### src/rtl/seqdet_arb_pkg.sv
// Shared constants for the multi-channel 10101 sequence detector.
package seqdet_arb_pkg;

  // Detector state = length of the matched prefix of 1,0,1,0,1 (MSB first)
  localparam logic [2:0] S0 = 3'd0;
  localparam logic [2:0] S1 = 3'd1;
  localparam logic [2:0] S2 = 3'd2;
  localparam logic [2:0] S3 = 3'd3;
  localparam logic [2:0] S4 = 3'd4;

  localparam int PAT_LEN   = 5;
  localparam int CNT_W_DEF = 8;
  localparam int PTR_W     = 2;   // enough for up to 4 channels

endpackage

### src/rtl/seqdet_core.sv
// Combinational next-state / hit function of the 10101 detector.
// Shared by all channels; the caller muxes in the granted channel's context.
module seqdet_core
  import seqdet_arb_pkg::*;
(
  input  logic [2:0] state,
  input  logic       din,
  output logic [2:0] nxt,
  output logic       hit
);

  // Prefix-length transitions; after a full match the trailing 1 restarts at S1.
  always_comb begin
    nxt = S0;
    hit = 1'b0;
    case (state)
      S0: nxt = din ? S1 : S0;
      S1: nxt = din ? S1 : S2;
      S2: nxt = din ? S3 : S0;
      S3: nxt = din ? S1 : S4;
      S4: begin
        nxt = din ? S1 : S0;
        hit = din;
      end
      // Unused codes behave exactly like S0
      default: nxt = din ? S1 : S0;
    endcase
  end

endmodule

### src/rtl/seqdet_arb.sv
// Round-robin arbiter feeding NCH serial channels into one shared 10101
// detector. Each channel keeps its own saved context and saturating counter.
// Note: rst_n is active HIGH despite its name.
module seqdet_arb
  import seqdet_arb_pkg::*;
#(
  parameter int NCH   = 2,
  parameter int CNT_W = CNT_W_DEF
) (
  input  logic                 clk,
  input  logic                 rst_n,
  input  logic                 ena,
  input  logic [NCH-1:0]       ch_valid,
  input  logic [NCH-1:0]       ch_bit,
  input  logic [NCH-1:0]       ch_clr,
  output logic [NCH-1:0]       ch_ready,
  output logic [NCH-1:0]       match,
  output logic [NCH*CNT_W-1:0] match_cnt,
  output logic [2:0]           present_state
);

  logic [PTR_W-1:0]      rr_ptr, rr_nxt;
  logic                  gnt_vld;
  logic [2:0]            cur_ctx, core_nxt;
  logic                  cur_bit, core_hit;
  logic [NCH-1:0][2:0]   ctx;
  int                    idx;

  // Round-robin search upward from rr_ptr; also muxes the winner's context/bit.
  // Grants are suppressed while disabled or held in reset.
  always_comb begin
    ch_ready = '0;
    gnt_vld  = 1'b0;
    cur_ctx  = S0;
    cur_bit  = 1'b0;
    rr_nxt   = rr_ptr;
    idx      = 0;
    if (ena && !rst_n) begin
      for (int k = 0; k < NCH; k++) begin
        idx = int'(rr_ptr) + k;
        if (idx >= NCH) idx = idx - NCH;
        for (int i = 0; i < NCH; i++) begin
          if (!gnt_vld && idx == i && ch_valid[i] && !ch_clr[i]) begin
            gnt_vld     = 1'b1;
            ch_ready[i] = 1'b1;
            cur_ctx     = ctx[i];
            cur_bit     = ch_bit[i];
            rr_nxt      = (i == NCH-1) ? '0 : PTR_W'(i + 1);
          end
        end
      end
    end
  end

  seqdet_core u_core (
    .state (cur_ctx),
    .din   (cur_bit),
    .nxt   (core_nxt),
    .hit   (core_hit)
  );

  // Pointer advances past the granted channel; debug state follows accepted beats.
  always_ff @(posedge clk or posedge rst_n) begin
    if (rst_n) begin
      rr_ptr        <= '0;
      present_state <= S0;
    end else if (gnt_vld) begin
      rr_ptr        <= rr_nxt;
      present_state <= core_nxt;
    end
  end

  for (genvar i = 0; i < NCH; i++) begin : g_ch
    logic [2:0]       ctx_q;
    logic [CNT_W-1:0] cnt_q;
    logic             m_q;

    // Per-channel context, saturating counter and match pulse. A clear never
    // coincides with a grant (clear blocks the grant), so no match can escape.
    always_ff @(posedge clk or posedge rst_n) begin
      if (rst_n) begin
        ctx_q <= S0;
        cnt_q <= '0;
        m_q   <= 1'b0;
      end else begin
        m_q <= 1'b0;
        if (ch_clr[i]) begin
          ctx_q <= S0;
          cnt_q <= '0;
        end else if (ch_ready[i]) begin
          ctx_q <= core_nxt;
          m_q   <= core_hit;
          if (core_hit && cnt_q != '1) cnt_q <= cnt_q + 1'b1;
        end
      end
    end

    assign ctx[i]                     = ctx_q;
    assign match[i]                   = m_q;
    assign match_cnt[i*CNT_W +: CNT_W] = cnt_q;
  end

endmodule

### config.mk
export PLATFORM = sky130hd
export DESIGN_NAME = seqdet_arb
export DESIGN_NICKNAME = d
export VERILOG_FILES = /design/src/rtl/seqdet_arb_pkg.sv /design/src/rtl/seqdet_core.sv /design/src/rtl/seqdet_arb.sv
export SDC_FILE = /design/constraint.sdc
export NUM_CORES = 1
export LEC_CHECK = 0
export ABC_AREA = 1
export CORE_MARGIN = 3
export CORE_UTILIZATION = 51
export CTS_CLUSTER_DIAMETER = 30
export DETAILED_ROUTE_END_ITERATION = 10
export PLACE_DENSITY_LB_ADDON = 0.08
export SLEW_MARGIN = 15
export SYNTH_ARGS = -nofsm -noshare
export SYNTH_HDL_FRONTEND = slang
export SYNTH_SLANG_ARGS = --single-unit
### constraint.sdc
create_clock -name clk -period 1.8 [get_ports clk]
set_clock_uncertainty 0.15 [all_clocks]
set_input_delay 0.27 -clock clk [delete_from_list [all_inputs] [get_ports clk]]
set_output_delay 0.27 -clock clk [all_outputs]
set_load 0.02 [all_outputs]
### Word-level counts from Yosys, hierarchy flattened

Cells that the tools add are included.

* word-level logic and storage cells: 103
* output and inout bits: 23
* bits in registers: 29
* input bits: 9

* multiplexer cells: 50
* magnitude comparators: 2
* reductions and logical operators: 30
* add/subtract/negate cells: 5
* eq/ne operators: 8

Operators with widths (number)
* 32-bit 2-to-1 mux: 4
* 32-bit by 2-bit == test with 1-bit output (second input constant): 2
* 32-bit logical NOT: 2
* 8-bit 2-to-1 mux: 6
* 3-bit 2-to-1 mux: 10
* 1-bit 2-to-1 mux: 22
* 8-bit by 1-bit adder with 8-bit output (second input constant): 2
* 8-bit inequality test (second input constant): 2
* 1-bit logical AND: 14
* 2-bit 2-to-1 mux: 7
* 3-bit one-hot mux with 3 select lines: 1
* 2-bit nonzero test: 4
* 3-bit by 2-bit == test with 1-bit output (second input constant): 2
* 1-bit logical NOT: 6
* 2-bit AND reduction: 2
* 4-bit nonzero test: 1
* 3-bit by 2-bit subtractor with 4-bit output (second input constant): 1
* 2-bit by 1-bit adder with 3-bit output (second input constant): 1
* 3-bit by 1-bit == test with 1-bit output (second input constant): 1
* 3-bit == test (second input constant): 1
* 3-bit by 2-bit greater-or-equal comparator with 1-bit output (second input constant): 1
* 3-bit AND reduction: 1
* 2-bit by 2-bit subtractor with 3-bit output (second input constant): 1
* 2-bit greater-or-equal comparator (second input constant): 1

### Depth between registers and ports, before layout

* depth after elaboration: 32
* gate-level depth with buffers: 15
* depth with buffers taken out: 14

### Hierarchy

A second synthesis with hierarchy kept.

* cells, all modules: 246
* area, all modules: 1806.7 um2

By module, submodules not included
* seqdet_arb: seq. area each 700.7 um2, times used 1, cells an instance 232, area an instance 1750.4 um2
* seqdet_core: seq. area each 0.0 um2, times used 1, cells an instance 14, area an instance 56.3 um2

### Least setup slack after synthesis

OpenSTA, ideal clock, no wires.

* path type: input -> register
* start: input port rst_n
* end: register g_ch[0].cnt_q[2]
* library setup time: 0.118 ns
* data required time: 1.532 ns
* path slack: -0.257 ns
* data arrival time: 1.789 ns
* path buffers: 0
* cell stages on the path: 12
* path through: inv_2 -> nand2_1 -> nor2_1 -> nand3_1 -> nand2_1 -> inv_1 -> nor2_4 -> nand3_2 -> nand2_4 -> nand2_4 -> nand2_1 -> nand2_1

* cells in the longest elaborated chain, start to end: 8
* elaborated cells on any way between the ends: 11
* classes of those cells: 1 x eq/ne; 4 x mux; 6 x reduce/logical

Ends and longest elaborated chain
* start: declaration: RTL line seqdet_arb.sv:11 `input logic rst_n,`
* 1-bit logical NOT (no source line) *
* 1-bit logical AND *: RTL line seqdet_arb.sv:38 `if (ena && !rst_n) begin`
* 3-bit 2-to-1 mux: RTL line seqdet_arb.sv:38
* 3-bit == test: RTL line seqdet_core.sv:16 `case (state)`
* 1-bit 2-to-1 mux: RTL line seqdet_core.sv:16
* 1-bit logical AND: RTL line seqdet_arb.sv:93 `if (core_hit && cnt_q != '1) cnt_q <= cnt_q + 1'b1;`
* 2-bit nonzero test (no source line)
* 2-bit AND reduction (no source line) *
* end signal: assignment: RTL line seqdet_arb.sv:93
* end: declaration: RTL line seqdet_arb.sv:75 `logic [CNT_W-1:0] cnt_q;`

Every way passes the cells marked *; elsewhere a longest branch is shown, timed or not.
A chain may end at the register's enable or synchronous reset.

### Worst setup path in the final report

* start: input port rst_n
* end: register g_ch[1].cnt_q[5]

* cells in the longest elaborated chain, start to end: 8
* elaborated cells on any way between the ends: 11
* classes of those cells: 1 x eq/ne; 4 x mux; 6 x reduce/logical

Ends and longest elaborated chain (RTL line)
* 1-bit logical NOT (no source line) *
* 1-bit logical AND *: seqdet_arb.sv:38
* 3-bit 2-to-1 mux: seqdet_arb.sv:38
* 3-bit == test: seqdet_core.sv:16
* 1-bit 2-to-1 mux: seqdet_core.sv:16
* 1-bit logical AND: seqdet_arb.sv:93
* 2-bit nonzero test (no source line)
* 2-bit AND reduction (no source line) *
* end signal: assignment: seqdet_arb.sv:93
* end: declaration: seqdet_arb.sv:75

Marks and branches as above.

==> metrics.csv <==
metric,value,unit
synth_common_cells,"nand2_1 (63), nand3_1 (34), dfrtp_1 (28), nor2_1 (22), inv_1 (12)",
cts_sinks,28,
worstSkewPairLatency,0.34,ns
grt_first_pass_wirelength,6760,µm
core,3100,µm²
crit_buf_inv,5,
cts_root_buf,clkbuf_4,
ys_seq_area_frac,0.417,
drive_above_1_share,0.292,
synth_most_common_cell,nand2_1,
syn_area,1680,µm²
start_kind,input port,
hold_violations,0,
die_h,63.4,µm
grt_max_degree,29,
placement_rows,20,
cp_top_family,buffers and inverters,
syn_inst,212,
synth_top_area_cell,dfrtp_1,
report.final.setup_viol,0,
ios,32,
hold_class,input port to async pin,
first_pass_iters,4,
crit_chain,clkdlybuf4s50_1 > inv_4 > nand2_4 > inv_2 > nand3_1 > nand2_2 > inv_1 > nor2_4 > nand3_2 > nand2_4 > buf_6 > nand3_1 > nand2_1,
status,"finished, final reports clean",
synth_cell_types,25,
synthFlopType,dfrtp_1,
synthArstFlopShare,1.00,
final_nets,289,
viasPerCell,5.07,
remaining_drc_errors,0,
final_cell_area,2380,µm²
cp.depth,13,
seqCellArea,701,µm²
yosysWarnings,0,
layout_worst_path_cycle_share,0.974,
critPathMaxStageDelay,0.45,ns
h-tree-depth,1,
dieArea,4020,µm²
slew_violations,0,
synth_edf_count,0,
num_vias,1627,
grt_pass1_vias,1518,
gr-total-overflow,0,
reg2reg_depth,12,
synth.area.top_cells,"dfrtp_1 (42%), nand2_1 (14%), nand3_1 (10%), nor2_1 (4.9%), nand2_4 (3.4%)",
yosysTopAreaCellShare,0.417,
die_x,63.4,µm
track_usage,0.208,
n_antenna_cell,0,
cts_max_path_buffers,2,
route.final.wire_length,4050,µm
postRouteAntennaNets,0,
grt_setup_unrepaired,yes,
syn-num-nets,223,
clk_pin_slew,0.15,ns
antenna_found_initial,0,
ys_ff_latch,28,
drt-initial-drc-count,74,
maxCapViolCount,0,
dp_slack,-0.509,ns
crit_type,input port to register,
cts_tree,built,
avgRoutedWirePerCell,12.6,µm
reg2reg_slack,0.05,ns
layoutNonFillerInstCount,321,
n_fill_cell,264,
fin_ws,0.0468,ns
cts_buffers,3,
power_leakage,1.30,nW
syn_area_per_cell,7.93,µm²
gp_congestion,0.852,
crit_arrival,1.89,ns
dp_hpwl,2830,µm
power_density,556,nW/µm²
placed_area,2230,µm²
end_kind,register,
multi_input_area,955,µm²
slowest_stage,clkdlybuf4s50_1,
start_util,0.542,
place.port_buffers,31,
hold-worst-slack,0.229,ns
critPathMaxFanout,5,
tightestPinTransition,0.370,ns
syn_to_final_growth,41.8,%
period_needed,1.75,ns
worst_ir_drop_vdd,364,µV
fmax,570,MHz
cp.required,1.94,ns
maxSlewHeadroom,0.754,
dpl.cell_count,310,
## worst reg2reg max path: stages, from the launching register on
cell and delay (ns):
dfrtp_1 0.44, nand3_4 0.10, nand2_4 0.07, nor2_8 0.15, nand2_4 0.07, nand2_4 0.07
inv_4 0.05, nor2_8 0.13, nand3_2 0.10, nand2_4 0.12, buf_6 0.11, nand3_1 0.07
nand2_1 0.06
## state kept, by name, summed over array words and instances, names as in the netlist
register,count
present_state,3
rr_ptr,1
g_ch.ctx_q,6
g_ch.m_q,2
g_ch.cnt_q,16
## path summary, 6_finish.rpt
| check | startpoint | endpoint |
|---|---|---|
| max | rst_n | g_ch[1].cnt_q[5] |
| min | rst_n | g_ch[1].cnt_q[0] |
| max reg2reg | rr_ptr[0] | g_ch[1].cnt_q[5] |
| min reg2reg | present_state[0] | present_state[0] |
| max in group asynchronous | rst_n | g_ch[0].cnt_q[2] |
| min in group clk | ena | g_ch[0].ctx_q[0] |
## area by class of cell
| type | instances | share of cell area |
|---|---|---|
| multi-input combinational | 163 | 0.401 |
| timing repair buffer | 65 | 0.233 |
| tap | 44 | 0.0231 |
| inverter | 17 | 0.0341 |
| clock buffer | 4 | 0.0152 |
| sequential | 28 | 0.294 |
## per-layer routing
layer / share of wire / global-route usage / vias up / wire [µm]
met5: 0 / 0 / - / 0
met4: 0.020 / 0.0566 / 0 / 79
met3: 0.040 / 0.0250 / 9 / 161
met2: 0.49 / 0.352 / 39 / 1990
met1: 0.45 / 0.279 / 767 / 1820
li1: - / - / 812 / -
## placed cells by master (no fill, tap or decap), types with 4 or more instances in the layout
master           netlist  routed
inv_1                 12      11
xnor2_1                4       4
nor2_1                22      20
xor2_1                 6       6
nand2_2                6       9
nor3_1                 5       5
dlygate4sd2_1          0      19
nand2_1               63      55
dfrtp_1               28      28
nand2_4                5      10
clkdlybuf4s50_1        0       7
buf_4                  2      32
nand3_2                2       7
nand3_1               34      29
## cells by family (layout without fill, tap and decap cells)
family / after synthesis / after routing / share of synthesized area
adders and majority gates: 2 / 2 / 0.0149
DFF: 28 / 28 / 0.417
xor gates and xnor gates: 10 / 10 / 0.0521
AOI/OAI and AO/OA: 6 / 6 / 0.0186
and+or+nand+nor: 145 / 145 / 0.430
buffers and inverters: 21 / 86 / 0.0678
## timing repair
item,CTS,global route
hold buffers,0,0
cloned,0,0
pin swaps,2,10
gates resized for setup,29,26
hold endpoints to repair,0,0
buffers inserted,1,6
endpoints found under the setup margin,36,22
## power by group
group          switching, mW  internal [mW]  total, mW  leakage, nW
clock network          0.192          0.124      0.316       0.0210
logic                  0.180          0.135      0.315        0.898
registers             0.0323          0.662      0.694        0.383
## through the flow
stage / power, mW / TNS (ns) / util
global placement: 1.02 / -9.62 / 0.718
detailed placement: 1.02 / -10.20 / 0.718
floorplan: 0.870 / 0 / -
CTS: 1.32 / 0 / 0.726
global route: 1.41 / -0.517 / 0.768
finish: 1.33 / 0 / 0.768
Power figures use the tool's default switching activity.
